**config.mk**
```make
export PLATFORM = sky130hd
export DESIGN_NAME = video_luma_mode_pipe
export DESIGN_NICKNAME = d
export VERILOG_FILES = /design/src/rtl/video_luma_mode_pipe.sv
export SDC_FILE = /design/constraint.sdc
export NUM_CORES = 1
export LEC_CHECK = 0
export CAP_MARGIN = 30
export CORE_MARGIN = 2
export CORE_UTILIZATION = 64
export DETAILED_ROUTE_END_ITERATION = 8
export PLACE_DENSITY = 0.86
export SLEW_MARGIN = 20
export SYNTH_ARGS = -nofsm -noshare
export SYNTH_HDL_FRONTEND = slang
export SYNTH_SLANG_ARGS = --single-unit
```
**constraint.sdc**
```tcl
create_clock -name clk -period 5.3 [get_ports clk]
set_input_delay 1.06 -clock clk [delete_from_list [all_inputs] [get_ports clk]]
set_output_delay 1.06 -clock clk [all_outputs]
set_load 0.1 [all_outputs]
```
**src/rtl/video_luma_mode_pipe.sv**
```systemverilog
`default_nettype none
// ============================================================================
// Module   : video_luma_mode_pipe
// Purpose  : 3-stage RGB -> luma display pipeline with per-frame mode,
//            threshold and luma statistics (mean via a sequential divider).
// Options  : define BINARY_HYST_EN for a hysteresis binary decision.
// Revision : 1.0 - initial release
// ============================================================================
module video_luma_mode_pipe #(
  parameter int DW     = 8,
  parameter int XW     = 12,
  parameter int KR     = 76,
  parameter int KG     = 150,
  parameter int KB     = 30,
  parameter int CNTW   = 22,
  parameter int SUMW   = 32,
  parameter int TH_RST = 40,
  parameter int HYST   = 8
) (
  input  logic              clk,
  input  logic              rst_n,
  input  logic              i_hs,
  input  logic              i_vs,
  input  logic              i_de,
  input  logic [XW-1:0]     i_x,
  input  logic [XW-1:0]     i_y,
  input  logic [3*DW-1:0]   i_data,
  input  logic [2:0]        mode_req,
  input  logic [DW-1:0]     threshold_set,
  input  logic              auto_th_en,
  output logic [3*DW-1:0]   o_data,
  output logic              o_hs,
  output logic              o_vs,
  output logic              o_de,
  output logic [XW-1:0]     o_x,
  output logic [XW-1:0]     o_y,
  output logic              th_flag,
  output logic [DW-1:0]     frame_mean,
  output logic [CNTW-1:0]   frame_hi_cnt,
  output logic              stats_valid
);

  localparam int PW = DW + 8;
  localparam int CW = $clog2(SUMW + 1);
  localparam logic [PW-1:0]   c_kr   = PW'(KR);
  localparam logic [PW-1:0]   c_kg   = PW'(KG);
  localparam logic [PW-1:0]   c_kb   = PW'(KB);
  localparam logic [DW+1:0]   c_q1   = (DW+2)'(2**(DW-2));
  localparam logic [DW+1:0]   c_q3   = (DW+2)'(3 * 2**(DW-2));
  localparam logic [DW+1:0]   c_e1   = (DW+2)'(2**(DW-3));
  localparam logic [DW+1:0]   c_e7   = (DW+2)'(7 * 2**(DW-3));
  localparam logic [CW-1:0]   c_last = CW'(SUMW - 1);
  localparam logic [2:0] MD_GREY = 3'd1, MD_BIN = 3'd2, MD_STR = 3'd3, MD_INV = 3'd4;
  localparam logic [1:0] S_IDLE = 2'd0, S_DIV = 2'd1, S_DONE = 2'd2;

  // Pipeline registers
  logic            hs1_q, vs1_q, de1_q, hs2_q, vs2_q, de2_q;
  logic [XW-1:0]   x1_q, y1_q, x2_q, y2_q;
  logic [3*DW-1:0] data1_q, data2_q;
  logic [PW-1:0]   pr_r_q, pr_g_q, pr_b_q;
  logic [DW-1:0]   luma2_q;
  logic [2:0]      mode_q;
  logic [DW-1:0]   th_q;
  logic [PW-1:0]   w_sum;
  logic            w_fs;

  // Frame start: rising edge of the raw vs against its 1-cycle delayed copy
  assign w_fs  = i_vs & ~vs1_q;
  assign w_sum = pr_r_q + pr_g_q + pr_b_q;

  // Stage 1 and 2: capture inputs with weighted products, then the luma sum
  always_ff @(posedge clk or negedge rst_n) begin
    if (!rst_n) begin
      {hs1_q, vs1_q, de1_q, hs2_q, vs2_q, de2_q} <= '0;
      x1_q <= '0; y1_q <= '0; x2_q <= '0; y2_q <= '0;
      data1_q <= '0; data2_q <= '0; luma2_q <= '0;
      pr_r_q <= '0; pr_g_q <= '0; pr_b_q <= '0;
    end else begin
      {hs1_q, vs1_q, de1_q} <= {i_hs, i_vs, i_de};
      x1_q    <= i_x;
      y1_q    <= i_y;
      data1_q <= i_data;
      pr_r_q  <= PW'(i_data[3*DW-1:2*DW]) * c_kr;
      pr_g_q  <= PW'(i_data[2*DW-1:DW])   * c_kg;
      pr_b_q  <= PW'(i_data[DW-1:0])      * c_kb;
      {hs2_q, vs2_q, de2_q} <= {hs1_q, vs1_q, de1_q};
      x2_q    <= x1_q;
      y2_q    <= y1_q;
      data2_q <= data1_q;
      luma2_q <= w_sum[PW-1:8];
    end
  end

  // Per-frame mode and threshold, frozen between frame starts
  always_ff @(posedge clk or negedge rst_n) begin
    if (!rst_n) begin
      mode_q <= '0;
      th_q   <= DW'(TH_RST);
    end else if (w_fs) begin
      mode_q <= mode_req;
      th_q   <= auto_th_en ? frame_mean : threshold_set;
    end
  end

  // Binary decision on the stage-2 luma
  logic w_flag;
`ifdef BINARY_HYST_EN
  logic          w_prev;
  logic [DW-1:0] w_lo;
  assign w_prev = (de2_q & ~o_de) ? 1'b0 : th_flag;
  assign w_lo   = (th_q > DW'(HYST)) ? (th_q - DW'(HYST)) : '0;
  assign w_flag = (luma2_q >= th_q) ? 1'b1 : ((luma2_q < w_lo) ? 1'b0 : w_prev);
`else
  assign w_flag = (luma2_q >= th_q);
`endif

  // Piecewise contrast stretch on a 2-bit-wider luma
  logic [DW+1:0] w_l_ext, w_t, w_st;
  assign w_l_ext = {2'b00, luma2_q};
  always_comb begin
    w_t  = '0;
    w_st = '0;
    if (w_l_ext < c_q1) begin
      w_st = w_l_ext >> 1;
    end else if (w_l_ext < c_q3) begin
      w_t  = w_l_ext - c_q1;
      w_st = c_e1 + ((w_t + (w_t << 1)) >> 1);
    end else begin
      w_t  = w_l_ext - c_q3;
      w_st = c_e7 + (w_t >> 1);
    end
  end

  // Mode selection for the stage-3 pixel
  logic [3*DW-1:0] w_out;
  always_comb begin
    case (mode_q)
      MD_GREY: w_out = {luma2_q, luma2_q, luma2_q};
      MD_BIN:  w_out = {(3*DW){w_flag}};
      MD_STR:  w_out = {w_st[DW-1:0], w_st[DW-1:0], w_st[DW-1:0]};
      MD_INV:  w_out = ~data2_q;
      default: w_out = data2_q;
    endcase
  end

  // Stage 3: registered outputs
  always_ff @(posedge clk or negedge rst_n) begin
    if (!rst_n) begin
      o_data <= '0; {o_hs, o_vs, o_de, th_flag} <= '0; o_x <= '0; o_y <= '0;
    end else begin
      o_data  <= w_out;
      {o_hs, o_vs, o_de} <= {hs2_q, vs2_q, de2_q};
      o_x     <= x2_q;
      o_y     <= y2_q;
      th_flag <= w_flag;
    end
  end

  // Saturating luma statistics of the stage-2 stream
  logic [SUMW-1:0] lsum_q, w_lsum_nx;
  logic [SUMW:0]   w_lsum_add;
  logic [CNTW-1:0] pix_q, hi_q, w_pix_nx, w_hi_nx;
  assign w_lsum_add = {1'b0, lsum_q} + (SUMW+1)'(luma2_q);
  assign w_lsum_nx  = !de2_q ? lsum_q : (w_lsum_add[SUMW] ? '1 : w_lsum_add[SUMW-1:0]);
  assign w_pix_nx   = (de2_q && pix_q != '1) ? pix_q + 1'b1 : pix_q;
  assign w_hi_nx    = (de2_q && w_flag && hi_q != '1) ? hi_q + 1'b1 : hi_q;

  // Accumulators: cleared on frame start, their final values go to the divider
  always_ff @(posedge clk or negedge rst_n) begin
    if (!rst_n) begin
      lsum_q <= '0; pix_q <= '0; hi_q <= '0;
    end else if (w_fs) begin
      lsum_q <= '0; pix_q <= '0; hi_q <= '0;
    end else begin
      lsum_q <= w_lsum_nx; pix_q <= w_pix_nx; hi_q <= w_hi_nx;
    end
  end

  // Divider FSM
  logic [1:0]      state_q, state_d;
  logic [SUMW-1:0] dvd_q;
  logic [CNTW-1:0] dsr_q, rem_q, hisnap_q;
  logic [CW-1:0]   cnt_q;
  logic            w_load, w_step, w_done;

  // State register
  always_ff @(posedge clk or negedge rst_n) begin
    if (!rst_n) state_q <= S_IDLE;
    else        state_q <= state_d;
  end

  // Next state: a frame start always (re)starts the division
  always_comb begin
    state_d = state_q;
    case (state_q)
      S_IDLE:  if (w_fs) state_d = S_DIV;
      S_DIV:   if (w_fs) state_d = S_DIV; else if (cnt_q == c_last) state_d = S_DONE;
      S_DONE:  state_d = w_fs ? S_DIV : S_IDLE;
      default: state_d = S_IDLE;
    endcase
  end

  // FSM control outputs
  always_comb begin
    w_load = w_fs;
    w_step = (state_q == S_DIV);
    w_done = (state_q == S_DONE);
  end

  // Restoring division step: quotient bits shift in where dividend bits leave
  logic [CNTW:0] w_rem_sh, w_rem_sub;
  logic          w_ge;
  assign w_rem_sh  = {rem_q, dvd_q[SUMW-1]};
  assign w_ge      = (w_rem_sh >= {1'b0, dsr_q});
  assign w_rem_sub = w_rem_sh - {1'b0, dsr_q};

  // Divider datapath
  always_ff @(posedge clk or negedge rst_n) begin
    if (!rst_n) begin
      dvd_q <= '0; dsr_q <= '0; rem_q <= '0; hisnap_q <= '0; cnt_q <= '0;
    end else if (w_load) begin
      dvd_q <= w_lsum_nx; dsr_q <= w_pix_nx; rem_q <= '0; hisnap_q <= w_hi_nx; cnt_q <= '0;
    end else if (w_step) begin
      dvd_q <= {dvd_q[SUMW-2:0], w_ge};
      rem_q <= w_ge ? w_rem_sub[CNTW-1:0] : w_rem_sh[CNTW-1:0];
      cnt_q <= cnt_q + 1'b1;
    end
  end

  // Published statistics: empty frame gives 0, large quotient saturates
  always_ff @(posedge clk or negedge rst_n) begin
    if (!rst_n) begin
      frame_mean <= '0; frame_hi_cnt <= '0; stats_valid <= 1'b0;
    end else begin
      stats_valid <= w_done;
      if (w_done) begin
        frame_hi_cnt <= hisnap_q;
        if (dsr_q == '0)              frame_mean <= '0;
        else if (|dvd_q[SUMW-1:DW])   frame_mean <= '1;
        else                          frame_mean <= dvd_q[DW-1:0];
      end
    end
  end

endmodule
`default_nettype wire
```
* After elaboration in Yosys (flattened, before gate mapping)
Cells that the tools add are included.
Word-level totals: register bits after elaboration 426, input bits 65, logic and storage cells 103
Operators by class: add/sub/neg operators 12, multipliers 3, $lt $le $gt $ge 4, equality and inequality tests 11, multiplexer cells 25, bitwise logic cells 3, reduce and logical (&&, ||, !) cells 8
Operators by type and width (number):
- 2-to-1 mux 32 bit | 5
- 2-to-1 mux 22 bit | 7
- case mux 24 bit (4 select lines) | 1
- adder 22 x 1 -> 22 bit (second input constant) | 2
- inequality test 22 bit (second input constant) | 2
- 2-to-1 mux 8 bit | 5
- adder 32 x 8 -> 33 bit | 1
- inverter 24 bit | 1
- OR reduction 24 bit | 1
- >= comparator 23 x 22 -> 1 bit | 1
- logical NOT 22 bit | 1
- subtractor 22 bit | 1
- adder 15 x 16 -> 16 bit | 1
- adder 16 x 13 -> 16 bit | 1
- multiplier 8 x 7 -> 15 bit (second input constant) | 1
- multiplier 8 x 5 -> 13 bit (second input constant) | 1
- multiplier 8 x 4 -> 12 bit (second input constant) | 1
- 2-to-1 mux 6 bit | 2
- adder 9 bit | 1
- subtractor 8 x 7 -> 9 bit (second input constant) | 1
- subtractor 8 x 8 -> 9 bit (second input constant) | 1
- adder 6 x 8 -> 8 bit (first input constant) | 1
- adder 8 bit (first input constant) | 1
- >= comparator 8 bit | 1
- other kinds (20) | 25

* Depth between registers and ports, before layout
word-level depth 6, depth in mapped cells 14

* Worst setup path after synthesis
Ideal clock, no wire load.
path type input to register, from input i_data[12], to register pr_g_q[15], library setup time 138 ps, data arrival time 3912 ps, required time 5162 ps, slack 1250 ps, stages on the path 13, path through ha_1 -> ha_1 -> inv_1 -> fa_1 -> fa_1 -> inv_1 -> ha_1 -> a21oi_1 -> o21bai_1 -> a21oi_1 -> nor2_1 -> a211oi_1 -> a21oi_1
Between the ends: longest elaborated chain between the ends 1
RTL lines:
- start, declared | line 27 | input logic [3*DW-1:0] i_data,
- multiplier 8 x 7 -> 15 bit | line 84 | pr_g_q <= PW'(i_data[2*DW-1:DW]) * c_kg;
- end signal, assigned | line 84
- end, declared | line 60 | logic [PW-1:0] pr_r_q, pr_g_q, pr_b_q;
Every way passes these cells. A chain may end at the register's enable or synchronous reset.

* Final worst setup path
from input i_data[14], to register pr_g_q[13]
Same word-level chain as after synthesis.

==> metrics <==
outcome=complete, no violations; crit-path max cell delay=600 ps; detailed-router iteration count before antenna repair=5; vias in the first global route=15,400; Syn Nets=2,231; YS warnings=0; die area=33,500 µm²; final setup margin=999 ps; Leakage=~0.011 µW; Top FF cell, synth=dfrtp_1; initial antenna violation count=1; Synth Register Bits=around 420; top cells by area, synth=dfrtp_1, ha_1, nand2_1; most common cell after layout, fill and taps aside=dfrtp_1; cell count after synthesis=1,991; Root Driver=clkbuf_16; Die Span X=about 180 µm; top cell type's share of synthesized area=0.513; clk_skew=around 24 ps; Synth Cell Area=20,500 µm²; Pwr Density=approximately 540 nW/µm²; clk buf depth=3; post-synthesis average cell area=between 10 and 15 µm²; Worst EP arrival=4760 ps; Slowest cell on crit path=clkdlybuf4s50_1; quantity of I/O buffers inserted on ports=147; Core Box Area=31,600 µm²; Yosys cell types=72; fin. max-slew vios=0; total CTS buffers=44; worst slew pin tran=1030 ps; Post-CTS Setup Bufs=0; final RePlAce weighted congestion=0.887; Layout Nets=approximately 2,400; fin area=about 24,000 µm²; Tot GR Track Use=0.283; WL/cell=18.2 µm; WS Path Type=input pin to register; sequential share of the synthesized area=0.516; cell mode on critical path=ha_1; most frequent cells in the layout=dfrtp_1, nand2_1, nor2_1; TritonCTS Sinks=423; grt total ovfl=0; DRC=0; DRT antenna net count=0; Final Hold Fails=0; crit path launch type=input pin; # H-tree levels=2; endpoints failing setup=0; Synth area leader=dfrtp_1; Ant. Diodes=0; largest net degree at the start of global routing=129; CP Capture Type=register; Post-synth ARST share=1.00; period utilisation layout=0.812; Final TNS setup=0 ps; peak supply drop=around 0.49 mV; CP required=about 5800 ps; f_max=232 MHz; Ports=roughly 150; 1st-iter DRT viols=around 1,300; first-pass GRT wire length=76.0 mm; Cell Chain, Critical Path=clkdlybuf4s50_1 -> ha_1 -> ha_1 -> inv_1 -> fa_1 -> fa_1 -> inv_1 -> ha_1 -> a21oi_1 -> o21bai_1 -> a21oi_1 -> nor2_1 -> a211oi_1 -> xnor2_1; FILL cells=between 1,500 and 2,000; Initial Utilization=0.651; Placed Area=22,400 µm²; die height=approximately 180 µm; Post-synth EDFFs=0; Clk pin slew, worst setup/hold paths=60 ps; Area Overhead vs Synth=17.0%; pre-CTS setup slack=between 400 and 500 ps; HP Class=register to register; Routed WL=46.5 mm; Std-Cell Rows=65; Max-cap violations=0; post-DP HPWL=~32 mm; RSZ-0062 raised after global routing=no; Clk Latency, worst-skew pair=560 ps; post_cts resized=0; via count=15,200; Tmin final=4300 ps; layout cells sized above 1=0.0560; CP Max Fanout=5; CTS tree=yes; Rel. slew slack=0.308; vias per cell=around 5.9; # hold bufs at CTS=0
## kinds of logic after synthesis
logic type | count (synthesis) | share of synthesized area
AO/OA/AOI/OAI | 374 | 0.112
adder cells (fa/ha/maj) | 175 | 0.121
XOR/XNOR | 121 | 0.0516
AND/OR/NAND/NOR | 669 | 0.149
multiplexers | 27 | 0.0132
buffers and inverters | 202 | 0.0379
flip-flops | 423 | 0.516
## state kept, by name, indices dropped and copies added, names as in the netlist, 11 cells and up
name,count
dvd_q,32
lsum_q,32
data1_q,24
data2_q,24
o_data,24
dsr_q,22
frame_hi_cnt,22
hi_q,22
hisnap_q,22
pix_q,22
rem_q,22
pr_g_q,14
o_x,12
o_y,12
pr_r_q,12
x1_q,12
x2_q,12
y1_q,12
y2_q,12
pr_b_q,11
## through the flow
step,total power (µW),utilization,instances,hold WS (ps)
floorplan,8310,-,1991,331
global placement,9370,0.709,2477,331
detailed placement,9610,0.710,2480,335
CTS,13100,0.761,2562,348
global route,13800,0.761,2562,348
finish,13100,0.761,2562,346
## final cells by class
type                            count  area [µm²]  share of cell area
Timing Repair Buffer              163        1650              0.0686
Multi-Input combinational cell   1366        9190               0.383
Inverter                          126         473              0.0197
Tap cell                          402         503              0.0209
Sequential cell                   423       10600               0.441
Clock inverter                     25         375              0.0156
Clock buffer                       57        1240              0.0516
## report_power, final
group | internal [µW] | switching [µW] | total [µW]
combinational | 2170 | 3370 | 5540
sequential | 3770 | 435 | 4210
clock | 2020 | 1310 | 3320
## synth_stat cells, types with 14 or more instances
library cell	number
nor3_1	38
nand3_1	43
nand2_1	251
xnor2_1	86
o21a_1	14
ha_1	137
and3_1	44
fa_1	38
o21bai_1	20
nor2b_1	26
a211oi_1	24
a21oi_1	100
nor2_1	186
o21ai_0	102
o22ai_1	24
a21o_1	20
o21ai_1	15
nand4_1	22
inv_1	125
dfrtp_1	421
mux2i_1	26
xor2_1	35
clkbuf_1	66
## critical path: cells and delay by family
kind | cells | cell delay [ps]
adders and majority gates | 5 | 1880
and+or+nand+nor | 1 | 80
AOI/OAI and AO/OA | 4 | 870
buffers and inverters | 3 | 690
xor gates and xnor gates | 1 | 160
## per-layer routing
metal | part of all wire | GRT usage | wire [µm] | vias to the layer above
met3 | 0.058 | 0.0397 | 2680 | 135
met4 | 0.039 | 0.115 | 1820 | 0
met5 | 0 | 0 | 0 | -
met2 | 0.50 | 0.490 | 23200 | 572
met1 | 0.40 | 0.362 | 18800 | 7463
li1 | - | - | - | 7037
## final timing paths
check	cells past startpoint	to	from	slack, ps
setup / recovery	14	pr_g_q[13]$_DFF_PN0_	i_data[14]	1000
hold reg to reg	0	x2_q[8]$_DFF_PN0_	x1_q[8]$_DFF_PN0_	350
hold / removal	0	x2_q[8]$_DFF_PN0_	x1_q[8]$_DFF_PN0_	350
max in group asynchronous	2	data1_q[15]$_DFF_PN0_	rst_n	3620
setup reg to reg	11	rem_q[13]$_DFFE_PN0P_	dsr_q[6]$_DFFE_PN0P_	1700
min in group asynchronous	1	o_x[0]$_DFF_PN0_	rst_n	580
(Power assumes the default switching activity.)
